### src/rtl/predecode_stage_pkg.sv
// Shared widths, opcodes and bus layouts for the pre-decode stage.
// Imported by predecode_stage and its BHT.
package predecode_stage_pkg;

    localparam int FpD_BUS_Wid     = 75;
    localparam int predict_BUS_Wid = 33;
    localparam int pDD_BUS_Wid     = 107;

    localparam int BHT_IDX_HI = 7;
    localparam int BHT_IDX_LO = 2;
    localparam int BHT_IDX_W  = BHT_IDX_HI - BHT_IDX_LO + 1;
    localparam int BHT_DEPTH  = 1 << BHT_IDX_W;
    localparam logic [1:0] BHT_INIT = 2'b01;

    localparam logic [5:0] OP_JIRL = 6'b010011;
    localparam logic [5:0] OP_B    = 6'b010100;
    localparam logic [5:0] OP_BL   = 6'b010101;
    localparam logic [5:0] OP_BEQ  = 6'b010110;
    localparam logic [5:0] OP_BNE  = 6'b010111;
    localparam logic [5:0] OP_BLT  = 6'b011000;
    localparam logic [5:0] OP_BGE  = 6'b011001;
    localparam logic [5:0] OP_BLTU = 6'b011010;
    localparam logic [5:0] OP_BGEU = 6'b011011;

    localparam logic [7:0] ECODE_INT  = 8'h00;
    localparam logic [7:0] ECODE_ADEF = 8'h08;
    localparam logic [7:0] ECODE_ALE  = 8'h09;
    localparam logic [7:0] ECODE_SYS  = 8'h0b;
    localparam logic [7:0] ECODE_BRK  = 8'h0c;
    localparam logic [7:0] ECODE_INE  = 8'h0d;

    typedef struct packed {
        logic [31:0] pc;
        logic [31:0] inst;
        logic        pc_en;
        logic        ex;
        logic [7:0]  ecode;
        logic        esubcode;
    } fpd_bus_t;

    typedef struct packed {
        logic [31:0] pc;
        logic [31:0] inst;
        logic        ex;
        logic [7:0]  ecode;
        logic        esubcode;
    } pd_stage_t;

    typedef struct packed {
        logic [31:0] pc;
        logic [31:0] inst;
        logic        pred_taken;
        logic [31:0] pred_target;
        logic        ex;
        logic [7:0]  ecode;
        logic        esubcode;
    } pdd_bus_t;

    // B/BL carry a 26-bit split offset, conditional branches a 16-bit one
    function automatic logic [31:0] br_offset(
        input logic [31:0] inst,
        input logic        uncond
    );
        logic [31:0] off;
        if (uncond)
            off = {{4{inst[9]}}, inst[9:0], inst[25:10], 2'b00};
        else
            off = {{14{inst[25]}}, inst[25:10], 2'b00};
        return off;
    endfunction

endpackage

### src/rtl/predecode_stage_bht.sv
// 2-bit saturating branch history table.
// Async read of the predicting entry; update at the clock edge.
module bht_2bit
    import predecode_stage_pkg::*;
(
    input  logic                 clk_i,
    input  logic                 rst_i,
    input  logic [BHT_IDX_W-1:0] rd_idx_i,
    output logic [1:0]           rd_cnt_o,
    input  logic                 upd_valid_i,
    input  logic [BHT_IDX_W-1:0] upd_idx_i,
    input  logic                 upd_taken_i
);

    logic [1:0] cnt_q [BHT_DEPTH];
    logic [1:0] upd_cur;
    logic [1:0] upd_d;

    assign rd_cnt_o = cnt_q[rd_idx_i];
    assign upd_cur  = cnt_q[upd_idx_i];

    always_comb begin
        upd_d = upd_cur;
        if (upd_taken_i && upd_cur != 2'b11)
            upd_d = upd_cur + 2'd1;
        else if (!upd_taken_i && upd_cur != 2'b00)
            upd_d = upd_cur - 2'd1;
    end

    always_ff @(posedge clk_i or posedge rst_i) begin
        if (rst_i) begin
            for (int i = 0; i < BHT_DEPTH; i++)
                cnt_q[i] <= BHT_INIT;
        end else if (upd_valid_i) begin
            cnt_q[upd_idx_i] <= upd_d;
        end
    end

endmodule

### src/rtl/predecode_stage.sv
// Pre-decode stage: static B/BL and BHT-predicted conditional branches,
// one-shot redirect to Fetch and drop of the wrong-path fetch behind it.
module predecode_stage
    import predecode_stage_pkg::*;
(
    input  logic                       clk,
    input  logic                       rst,
    input  logic                       FpD_valid,
    input  logic [FpD_BUS_Wid-1:0]     FpD_BUS,
    output logic                       pD_allowin,
    output logic [predict_BUS_Wid-1:0] predict_BUS,
    input  logic                       D_allowin,
    output logic                       pDD_valid,
    output logic [pDD_BUS_Wid-1:0]     pDD_BUS,
    input  logic                       predict_error,
    input  logic                       ex_en,
    input  logic                       ertn_flush,
    input  logic                       bht_upd_valid,
    input  logic [31:0]                bht_upd_pc,
    input  logic                       bht_upd_taken
);

    fpd_bus_t  fpd_in;
    pd_stage_t stage_q, stage_d;
    pdd_bus_t  pdd_out;

    logic        valid_q, valid_d;
    logic        wait_q, wait_d;
    logic        sent_q, sent_d;
    logic [31:0] tgt_q, tgt_d;

    logic        flush, drop, accept, pulse;
    logic        uncond, cond, pred_taken;
    logic [5:0]  opcode;
    logic [1:0]  bht_cnt;
    logic [31:0] pred_target;
    logic        unused_bits;

    assign fpd_in = fpd_bus_t'(FpD_BUS);
    assign unused_bits = ^{fpd_in.pc_en, bht_cnt[0],
                           bht_upd_pc[31:8], bht_upd_pc[1:0]};

    assign flush      = predict_error | ex_en | ertn_flush;
    assign drop       = wait_q & (fpd_in.pc != tgt_q);
    assign pD_allowin = !valid_q | D_allowin;
    assign accept     = FpD_valid & pD_allowin & !flush & !drop;
    assign pDD_valid  = valid_q & !flush;

    bht_2bit u_bht (
        .clk_i       (clk),
        .rst_i       (rst),
        .rd_idx_i    (stage_q.pc[BHT_IDX_HI:BHT_IDX_LO]),
        .rd_cnt_o    (bht_cnt),
        .upd_valid_i (bht_upd_valid),
        .upd_idx_i   (bht_upd_pc[BHT_IDX_HI:BHT_IDX_LO]),
        .upd_taken_i (bht_upd_taken)
    );

    assign opcode = stage_q.inst[31:26];

    always_comb begin
        uncond = 1'b0;
        cond   = 1'b0;
        unique case (1'b1)
            (opcode == OP_B) || (opcode == OP_BL):
                uncond = 1'b1;
            (opcode >= OP_BEQ) && (opcode <= OP_BGEU):
                cond = 1'b1;
            default: ;
        endcase
    end

    assign pred_taken  = !stage_q.ex & (uncond | (cond & bht_cnt[1]));
    assign pred_target = pred_taken
                       ? stage_q.pc + br_offset(stage_q.inst, uncond)
                       : 32'h0;

    // Redirect only in the first cycle an instruction sits in pD
    assign pulse       = valid_q & pred_taken & !sent_q & !flush;
    assign predict_BUS = {pulse, valid_q ? pred_target : 32'h0};

    assign pdd_out = '{
        pc:          stage_q.pc,
        inst:        stage_q.inst,
        pred_taken:  pred_taken,
        pred_target: pred_target,
        ex:          stage_q.ex,
        ecode:       stage_q.ecode,
        esubcode:    stage_q.esubcode
    };
    assign pDD_BUS = pdd_out;

    always_comb begin
        valid_d = valid_q;
        wait_d  = wait_q;
        sent_d  = sent_q;
        tgt_d   = tgt_q;
        stage_d = stage_q;
        if (flush) begin
            valid_d = 1'b0;
            wait_d  = 1'b0;
            sent_d  = 1'b0;
        end else begin
            if (accept) begin
                valid_d = 1'b1;
                sent_d  = 1'b0;
                stage_d = '{fpd_in.pc, fpd_in.inst, fpd_in.ex,
                            fpd_in.ecode, fpd_in.esubcode};
            end else begin
                if (D_allowin)
                    valid_d = 1'b0;
                if (pulse)
                    sent_d = 1'b1;
            end
            if (pulse) begin
                wait_d = 1'b1;
                tgt_d  = pred_target;
            end else if (accept) begin
                wait_d = 1'b0;
            end
        end
    end

    always_ff @(posedge clk or posedge rst) begin
        if (rst) begin
            valid_q <= 1'b0;
            wait_q  <= 1'b0;
            sent_q  <= 1'b0;
            tgt_q   <= '0;
            stage_q <= '0;
        end else begin
            valid_q <= valid_d;
            wait_q  <= wait_d;
            sent_q  <= sent_d;
            tgt_q   <= tgt_d;
            stage_q <= stage_d;
        end
    end

endmodule
### config.mk
export PLATFORM = sky130hd
export DESIGN_NAME = predecode_stage
export DESIGN_NICKNAME = d
export VERILOG_FILES = /design/src/rtl/predecode_stage_pkg.sv /design/src/rtl/predecode_stage_bht.sv /design/src/rtl/predecode_stage.sv
export SDC_FILE = /design/constraint.sdc
export NUM_CORES = 1
export LEC_CHECK = 0
export BUFFER_PORTS_ARGS = -buffer_cell sky130_fd_sc_hd__buf_2
export CORE_MARGIN = 2
export CORE_UTILIZATION = 30
export DETAILED_ROUTE_END_ITERATION = 7
export GPL_ROUTABILITY_DRIVEN = 1
export PLACE_DENSITY = 0.48
export REMOVE_ABC_BUFFERS = 1
export SYNTH_ARGS = -nofsm -noshare
export SYNTH_HDL_FRONTEND = slang
export SYNTH_HIERARCHICAL = 1
export SYNTH_SLANG_ARGS = --single-unit
### constraint.sdc
create_clock -name clk -period 4.4 [get_ports clk]
set_input_delay 0.22 -clock clk [delete_from_list [all_inputs] [get_ports clk]]
set_output_delay 0.22 -clock clk [all_outputs]
set_load 0.02 [all_outputs]
==> results.sh, run 1 <==
export IMPL_hold_depth=4
export IMPL_start_util_pct=30.3
export IMPL_period_needed_ns=4.38
export IMPL_critPathArrivalTime_ns=4.16
export IMPL_areaGrowthSynthToFinish_pct=28.4
export IMPL_relSlewSlack_pct=11.4
export IMPL_max_freq_mhz=228
export IMPL_timing_rr_start="pDD_BUS[77]"
export IMPL_grt_pass1_wl_um=69700
export IMPL_path_cells="buf_12 > buf_16 > mux4_2 > mux4_2 > mux4_2 > and3b_1 > a31oi_1 > or3b_4 > inv_2 > nand2_4 > nor2_1 > a2bb2oi_1 > nand3_2 > buf_6"
export IMPL_htree_levels=1
export IMPL_layout_commonest_cell="nand2_1"
export IMPL_period_share_pct=99.5
export IMPL_avgSynthCellArea_um2=9.71
export IMPL_worst_path_max_delay_cell="mux4_2"
export IMPL_drtPass1Iterations=5
export IMPL_drive_gt1_share_pct=32.0
export IMPL_min_to="valid_q"
export IMPL_grt_ovfl_total=0
export IMPL_insertion_delay_ns=0.60
export IMPL_drv_slew=0
export IMPL_clock_sinks=237
export IMPL_finalSetupTns_ns=0
export IMPL_n_antenna_cell=0
export IMPL_setup_violations=0
export IMPL_drt_first_iter_violations=753
export IMPL_path_clk_slew_ns=0.06
export IMPL_ctsLongestPathBuffers=3
export IMPL_crit_path_max_incr_delay_ns=0.55
export IMPL_core_area_um2=44200
export IMPL_die_h_um=215
export IMPL_ir_worst_vdd_uv=422
export IMPL_cts_root_buf="clkbuf_16"
export IMPL_dp_hpwl_um=32700
export IMPL_multi_input_area_um2=6970
export IMPL_antenna_found_initial=0
export IMPL_crit_path_max_fanout=5
export IMPL_startpoint_type="flip-flop"
export IMPL_hp_class="primary input to flip-flop"
export IMPL_drc=0
export IMPL_grt_usage_pct=19.3
export IMPL_netlist_instances=1382
export IMPL_cts_buffers=29
export IMPL_port_buffers=230
export IMPL_viasPerCell=4.99
export IMPL_ys_warn_count=6
export IMPL_die_area_um2=46400
export IMPL_ff_latch_area_um2=6010
export IMPL_dr_total_vias=11496
export IMPL_dieWidth_um=215
export IMPL_rrSetupSlack_ns=0.56
export IMPL_power_density_nw_per_um2=472
export IMPL_finalHoldViolations=0
export IMPL_crit_path_end_kind="primary output"
export IMPL_status="completed"
export IMPL_layout_common_cells="nand2_1, buf_2, dfrtp_1"
export IMPL_critPathKind="flip-flop to primary output"
export IMPL_ios=258
export IMPL_ant_nets=0
export IMPL_grt_pass1_vias=11452
export IMPL_grt_start_max_net_pins=70
export IMPL_gp_congestion=0.864
export IMPL_crit_top_cell="mux4_2"
export IMPL_p_leak_nw=7.55
export IMPL_n_fill_cell=4332
export IMPL_whs_ns=0.0852
export IMPL_wire_per_inst_um=19.7
export IMPL_nNetsFinal=1840
export IMPL_clock_skew_ns=0.0375
export IMPL_critical_path_required_ns=4.18
export IMPL_timing_rr_end="tgt_q[31]"
export IMPL_wl_um=45300
export IMPL_hp_start="ex_en"
export IMPL_netlist_area_um2=13400
export IMPL_r2r_cells=14
export IMPL_core_rowCount=77
export IMPL_rsz0062_at_grt="yes"
export IMPL_worst_pin_slew_ns=1.32
export IMPL_max_cap_viol_count=0
export IMPL_cts_tree="built"
==> worst max-delay path: cells and delay by family (launching register included) <==
family | cells | cell delay, ns
flip-flops | 1 | 0.42
multiplexers | 3 | 1.55
AO/OA/AOI/OAI | 2 | 0.34
buffers and inverters | 4 | 0.51
AND/OR/NAND/NOR | 5 | 0.73
==> power breakdown <==
part	switching [W]	leakage (nW)	internal [W]
combinational	0.00175	4.14	0.00108
clock	0.00101	0.483	0.00143
sequential	0.000269	2.93	0.00259
total	0.00303	7.55	0.00510
==> state kept, by name, indices dropped and copies added (netlist names) <==
| register | cells |
|---|---|
| tgt_q | 32 |
| valid_q | 1 |
| u_bht/cnt_q | 128 |
| wait_q | 1 |
| pDD_BUS | 74 |
| sent_q | 1 |
==> per-stage QoR <==
| step | power [W] | setup WS [ns] | cell area, um^2 | utilization, % | instances |
|---|---|---|---|---|---|
| floorplan | 0.00458 | -1.25 | 13000 | - | 1302 |
| global placement | 0.00557 | 0.481 | 15300 | 34.5 | 2165 |
| detailed placement | 0.00560 | 0.434 | 15300 | 34.5 | 2165 |
| CTS | 0.00821 | 0.00113 | 17200 | 38.9 | 2306 |
| global route | 0.00860 | -0.0881 | 17200 | 38.9 | 2306 |
| finish | 0.00813 | 0.0201 | 17200 | 38.9 | 2306 |
==> worst max-delay path by stage <==
stage | from | to | slack (ns) | cells past startpoint
after CTS | pDD_BUS[77] | predict_BUS[32] | 0.001 | 12
after global placement | pDD_BUS[78] | predict_BUS[31] | 0.48 | 13
final | pDD_BUS[77] | predict_BUS[31] | 0.02 | 14
after detailed placement | pDD_BUS[78] | predict_BUS[31] | 0.43 | 13
after floorplan | pDD_BUS[77] | sent_q | -1.25 | 10
after global routing | pDD_BUS[77] | predict_BUS[31] | -0.09 | 13
==> timing repair <==
action,in CTS,in global routing
hold buffers,78,0
resized for setup,18,8
setup buffers,7,0
setup endpoints to repair,62,34
endpoints found under the hold margin,167,0
pin swaps,4,2
cloned,2,0
==> area by class of cell <==
class | count | area share, %
multi-input combinational | 1044 | 40.4
inverter | 21 | 0.509
sequential | 237 | 34.9
timing repair buffer | 358 | 14.2
clock inverter | 15 | 0.843
clock buffer | 39 | 4.78
tap | 592 | 4.30
==> routing by layer <==
layer  track usage [%]  up-vias  part of all wire, %
li1                  -     5521                    -
met1              25.1     5558                   44
met2              32.6      340                   48
met3              3.27       77                  4.8
met4              6.14        0                  3.4
met5                 0        -                    0
Power figures use the tool's default switching activity.
==> run 2: changes to the inputs <==
==> constraint.sdc (replaced) <==
create_clock -name clk -period 4.4 [get_ports clk]
set_input_delay 0.22 -clock clk [delete_from_list [all_inputs] [get_ports clk]]
set_output_delay 0.22 -clock clk [all_outputs]
set_load 0.1 [all_outputs]
==> run 2 against run 1 <==
Sequential share of layout area fell by 0.41 points. Global-route usage barely moved. Highest routed layer unchanged. Via count is 0.20% higher. Routed wire length is 0.49% lower. Die area unchanged. Total power is 14% higher. Clock-buffer cell count unchanged.
==> results.sh, run 2 (synthesis results as in run 1) <==
export IMPL_status="completed"
export IMPL_relSlewSlack_pct=15.1
export IMPL_startpoint_type="flip-flop"
export IMPL_antenna_found_initial=0
export IMPL_drv_slew=0
export IMPL_n_antenna_cell=0
export IMPL_insertion_delay_ns=0.58
export IMPL_grt_start_max_net_pins=65
export IMPL_ctsLongestPathBuffers=3
export IMPL_setup_violations=0
export IMPL_critPathArrivalTime_ns=4.10
export IMPL_drtPass1Iterations=5
export IMPL_ios=258
export IMPL_power_density_nw_per_um2=534
export IMPL_crit_family="multiplexers"
export IMPL_dieWidth_um=215
export IMPL_ir_worst_vdd_uv=372
export IMPL_cts_buffers=29
export IMPL_largest_reg_flops=128
export IMPL_period_needed_ns=4.32
export IMPL_htree_levels=1
export IMPL_design_area_um2=17400
export IMPL_place_ws_ns=0.316
export IMPL_core_rowCount=77
export IMPL_path_cells="buf_12 > mux4_2 > mux4_2 > mux4_2 > and3b_1 > a31oi_1 > or3b_4 > buf_4 > nor2_1 > buf_2"
export IMPL_worst_pin_slew_ns=1.27
export IMPL_grt_pass1_vias=11506
export IMPL_port_buffers=230
export IMPL_placed_area_um2=15400
export IMPL_areaGrowthSynthToFinish_pct=29.9
export IMPL_start_util_pct=30.3
export IMPL_rsz0062_at_grt="yes"
export IMPL_path_clk_slew_ns=0.06
export IMPL_die_h_um=215
export IMPL_p_leak_nw=7.55
export IMPL_wl_um=45100
export IMPL_clock_skew_ns=0.0283
export IMPL_crit_path_max_incr_delay_ns=0.56
export IMPL_wire_per_inst_um=19.6
export IMPL_die_area_um2=46400
export IMPL_gp_congestion=0.856
export IMPL_critPathKind="flip-flop to primary output"
export IMPL_final_core_util_pct=39.4
export IMPL_drive_gt1_share_pct=31.9
export IMPL_crit_path_end_kind="primary output"
export IMPL_timing_final_ws_setup_ns=0.0769
export IMPL_dp_hpwl_um=32800
export IMPL_cts_tree="built"
export IMPL_ant_nets=0
export IMPL_finalHoldViolations=0
export IMPL_crit_top_cell="mux4_2"
export IMPL_period_share_pct=98.3
export IMPL_largest_register="u_bht/cnt_q"
export IMPL_cts_root_buf="clkbuf_16"
export IMPL_drc=0
export IMPL_max_cap_viol_count=0
export IMPL_dr_total_vias=11519
export IMPL_grt_usage_pct=19.2
export IMPL_core_area_um2=44200
export IMPL_layout_common_cells="nand2_1, buf_2, dfrtp_1"
export IMPL_drt_first_iter_violations=638
export IMPL_worst_path_max_delay_cell="mux4_2"
export IMPL_crit_buf_inv=3
export IMPL_grt_ovfl_total=0
export IMPL_viasPerCell=5.01
export IMPL_max_freq_mhz=231
export IMPL_crit_path_max_fanout=21
export IMPL_hp_class="primary input to flip-flop"
export IMPL_n_fill_cell=4375
export IMPL_nNetsFinal=1835
export IMPL_grt_pass1_wl_um=69700
export IMPL_clock_sinks=237
export IMPL_whs_ns=0.0828
export IMPL_critical_path_required_ns=4.18
export IMPL_layout_commonest_cell="nand2_1"
run 2: changes by cell type in the layout (fill, tap and decap cells not counted), sizes merged:
| cell | before | now |
|---|---|---|
| clkbuf | 39 | 44 |
| inv | 20 | 21 |
| buf | 280 | 270 |
| bufinv | 2 | 5 |
| clkinv | 11 | 6 |
| clkinvlp | 3 | 4 |
run 2: cell type report:
type	instances	area, um^2	share of cell area (%)
repair buffers	353	2560	14.7
clock buffers	39	823	4.72
clock inverters	15	221	1.27
inverters	21	86.3	0.495
flip-flops and latches	237	6010	34.5
well taps	592	741	4.25
multi-input cells	1044	6980	40.1
run 2: final timing paths:
kind	cells past startpoint	from	endpoint	slack, ns
min in group asynchronous	3	rst	tgt_q[29]	0.15
max in group asynchronous	4	rst	u_bht/cnt_q[22]	2.96
worst max-delay path	10	pDD_BUS[77]	pDD_BUS[20]	0.08
worst max register to register	12	pDD_BUS[77]	tgt_q[31]	0.60
worst min-delay path	4	ex_en	valid_q	0.08
worst min register to register	2	u_bht/cnt_q[124]	u_bht/cnt_q[124]	0.46
run 2: what timing repair did:
action,CTS,global route
cloned,1,0
resized for setup,37,22
setup endpoints to repair,39,56
hold buffers,78,0
endpoints found under the hold margin,132,0
buffers inserted,2,0
pin swaps,2,5
run 2: worst reg2reg max path: stages, from the launching register on:
cell	delay (ns)
dfrtp_2	0.41
buf_12	0.16
mux4_2	0.54
mux4_2	0.53
mux4_2	0.56
and3b_1	0.21
a31oi_1	0.13
or3b_4	0.23
or3_2	0.33
buf_4	0.28
nor2_1	0.08
a2bb2oi_1	0.13
nand3_1	0.09
run 2: power breakdown:
part	internal [W]	switching, W	leakage [nW]
Clock	0.00160	0.000996	0.501
Sequential	0.00259	0.000271	2.93
Combinational	0.00106	0.00278	4.12
Total	0.00525	0.00405	7.55
run 2: per-layer routing:
metal	part of all wire, %	global-route usage [%]
met3	4.2	2.47
met2	48	32.9
met1	45	25.8
met5	0	0
met4	2.5	4.78
run 2: metrics by stage:
stage               power [W]  instances  setup TNS [ns]
finish                0.00930       2301               0
CTS                   0.00938       2302               0
floorplan             0.00559       1302         -228.08
global placement      0.00659       2167               0
detailed placement    0.00663       2167               0
global route          0.00977       2301          -0.337
==> run 3: changes to the inputs <==
--- a/config.mk
+++ b/config.mk
@@ -7,10 +7,10 @@
 export LEC_CHECK = 0
 export BUFFER_PORTS_ARGS = -buffer_cell sky130_fd_sc_hd__buf_2
 export CORE_MARGIN = 2
-export CORE_UTILIZATION = 30
+export CORE_UTILIZATION = 37
 export DETAILED_ROUTE_END_ITERATION = 7
 export GPL_ROUTABILITY_DRIVEN = 1
-export PLACE_DENSITY = 0.48
+export PLACE_DENSITY = 0.57
 export REMOVE_ABC_BUFFERS = 1
 export SYNTH_ARGS = -nofsm -noshare
 export SYNTH_HDL_FRONTEND = slang
==> constraint.sdc (replaced) <==
create_clock -name clk -period 5.2 [get_ports clk]
set_input_delay 0.26 -clock clk [delete_from_list [all_inputs] [get_ports clk]]
set_output_delay 0.26 -clock clk [all_outputs]
set_load 0.1 [all_outputs]
==> run 3 against run 2 <==
Die area shrank 19%. Critical path depth rose by 3. First-iteration DRC count fell by 6.7%. Sequential share of layout area rose by 1.5 points. The run now ends with design-rule violations left. Critical endpoint is now predict_BUS[27]. Sequential power decreased by 15%.
==> results.sh, run 3 (synthesis results as in run 1) <==
export IMPL_hold_depth=4
export IMPL_cts_root_buf="clkbuf_16"
export IMPL_ant_nets=0
export IMPL_p_leak_nw=7.38
export IMPL_max_cap_viol_count=0
export IMPL_port_buffers=230
export IMPL_startpoint_type="flip-flop"
export IMPL_netSwitchingPower_w=0.00335
export IMPL_place_ws_ns=0.609
export IMPL_p_seq_share_pct=32.3
export IMPL_start_util_pct=37.6
export IMPL_worst_pin_slew_ns=1.12
export IMPL_p_int_w=0.00421
export IMPL_drtPass1Iterations=8
export IMPL_timing_rr_start="pDD_BUS[78]"
export IMPL_drive_gt1_share_pct=30.6
export IMPL_layout_common_cells="nand2_1, buf_2, dfrtp_1"
export IMPL_power_frac_clock_pct=26.0
export IMPL_ctsLongestPathBuffers=3
export IMPL_htree_levels=1
export IMPL_grt_usage_pct=22.0
export IMPL_grt_ovfl_total=0
export IMPL_n_antenna_cell=0
export IMPL_grt_start_max_net_pins=84
export IMPL_largest_reg_flops=128
export IMPL_crit_path_end_kind="primary output"
export IMPL_antenna_found_initial=1
export IMPL_critical_path_required_ns=4.94
export IMPL_die_area_um2=37800
export IMPL_critPathKind="flip-flop to primary output"
export IMPL_final_cell_count_no_fill=2150
export IMPL_critPathArrivalTime_ns=4.54
export IMPL_largest_register="u_bht/cnt_q"
export IMPL_pwr_share_comb_pct=41.8
export IMPL_ir_worst_vdd_uv=345
export IMPL_rrSetupSlack_ns=0.96
export IMPL_drv_slew=0
export IMPL_dp_cells=2023
export IMPL_wl_um=41900
export IMPL_timing_final_ws_setup_ns=0.399
export IMPL_layout_commonest_cell="nand2_1"
export IMPL_nNetsFinal=1816
export IMPL_relSlewSlack_pct=24.7
export IMPL_gp_congestion=0.892
export IMPL_setup_violations=0
export IMPL_ios=258
export IMPL_dieWidth_um=194
export IMPL_min_to="wait_q"
export IMPL_whs_ns=0.0376
export IMPL_crit_start="pDD_BUS[73]"
export IMPL_dp_hpwl_um=30200
export IMPL_cts_tree="built"
export IMPL_period_share_pct=92.3
export IMPL_dr_total_vias=11454
export IMPL_status="complete, but fails checks"
export IMPL_rsz0062_at_grt="no"
export IMPL_power_density_nw_per_um2=452
export IMPL_grt_pass1_wl_um=65500
export IMPL_path_clk_slew_ns=0.06
export IMPL_r2r_cells=12
export IMPL_hp_start="ertn_flush"
export IMPL_viasPerCell=5.33
export IMPL_clock_sinks=237
export IMPL_areaGrowthSynthToFinish_pct=24.6
export IMPL_swShare_pct=44.3
export IMPL_finalSetupTns_ns=0
export IMPL_grt_pass1_vias=11284
export IMPL_die_h_um=194
export IMPL_insertion_delay_ns=0.56
export IMPL_violations="design-rule violations"
export IMPL_timing_rr_end="tgt_q[27]"
export IMPL_max_freq_mhz=208
export IMPL_drc=31
export IMPL_cts_buffers=28
export IMPL_clock_skew_ns=0.0210
export IMPL_hp_class="primary input to flip-flop"
export IMPL_drt_first_iter_violations=595
export IMPL_crit_path_max_fanout=12
export IMPL_core_rowCount=69
export IMPL_wire_per_inst_um=19.5
export IMPL_period_needed_ns=4.80
export IMPL_finalHoldViolations=0
export IMPL_core_area_um2=35700
run 3: how the worst max path moves through the flow:
stage / depth (start not counted) / slack (ns) / endpoint
final: 13 / 0.40 / predict_BUS[27]
after global routing: 13 / 0.02 / pDD_BUS[41]
after CTS: 11 / 0.12 / predict_BUS[32]
after detailed placement: 12 / 0.61 / tgt_q[27]
after global placement: 12 / 0.64 / tgt_q[27]
after floorplan: 9 / -2.17 / predict_BUS[27]
run 3: critical path, stage by stage (launching register included):
cell      delay, ns
dfrtp_1        0.39
nor2b_1        0.14
buf_4          0.17
a31oi_1        0.67
a41o_1         0.17
ha_1           0.36
a21oi_1        0.29
o21ai_0        0.29
a211oi_1       0.28
or3_1          0.15
nand2_1        0.09
o21ai_0        0.29
nor3b_1        0.25
buf_2          0.46
run 3: stage by stage:
step	util (%)	cell area, um^2	power (W)
after floorplan	-	13000	0.00473
after detailed placement	42.1	15000	0.00557
final	46.9	16700	0.00756
after global routing	46.9	16700	0.00794
after global placement	42.1	15000	0.00554
after CTS	46.9	16700	0.00761
run 3: power by group through the flow:
stage	combinational (W)	clock [W]	sequential [W]
final	0.00316	0.00196	0.00244
after global routing	0.00336	0.00210	0.00248
after CTS	0.00315	0.00202	0.00244
after detailed placement	0.00310	0	0.00247
after global placement	0.00308	0	0.00246
after floorplan	0.00141	0	0.00332
run 3: layout make-up:
type | count | area [um^2]
Clock buffer | 39 | 833
Clock inverter | 13 | 98.8
Fill cell | 3363 | 18900
Inverter | 21 | 83.8
Multi-Input combinational cell | 1044 | 6920
Sequential cell | 237 | 6010
Tap cell | 461 | 577
Timing Repair Buffer | 335 | 2190
run 3: per-layer routing:
metal | vias to the layer above | share of wire (%) | global-route usage, %
met1 | 5539 | 44 | 29.3
li1 | 5475 | - | -
met4 | 0 | 3.2 | 7.07
met5 | - | 0 | 0
met2 | 355 | 47 | 36.8
met3 | 85 | 5.3 | 3.45
run 3: what timing repair did:
item                                    4_1_cts  5_1_grt
endpoints found under the setup margin        0        4
buffers inserted                              0        0
hold buffers                                 75        0
endpoints found under the hold margin       136        0
gates resized for setup                       0        2
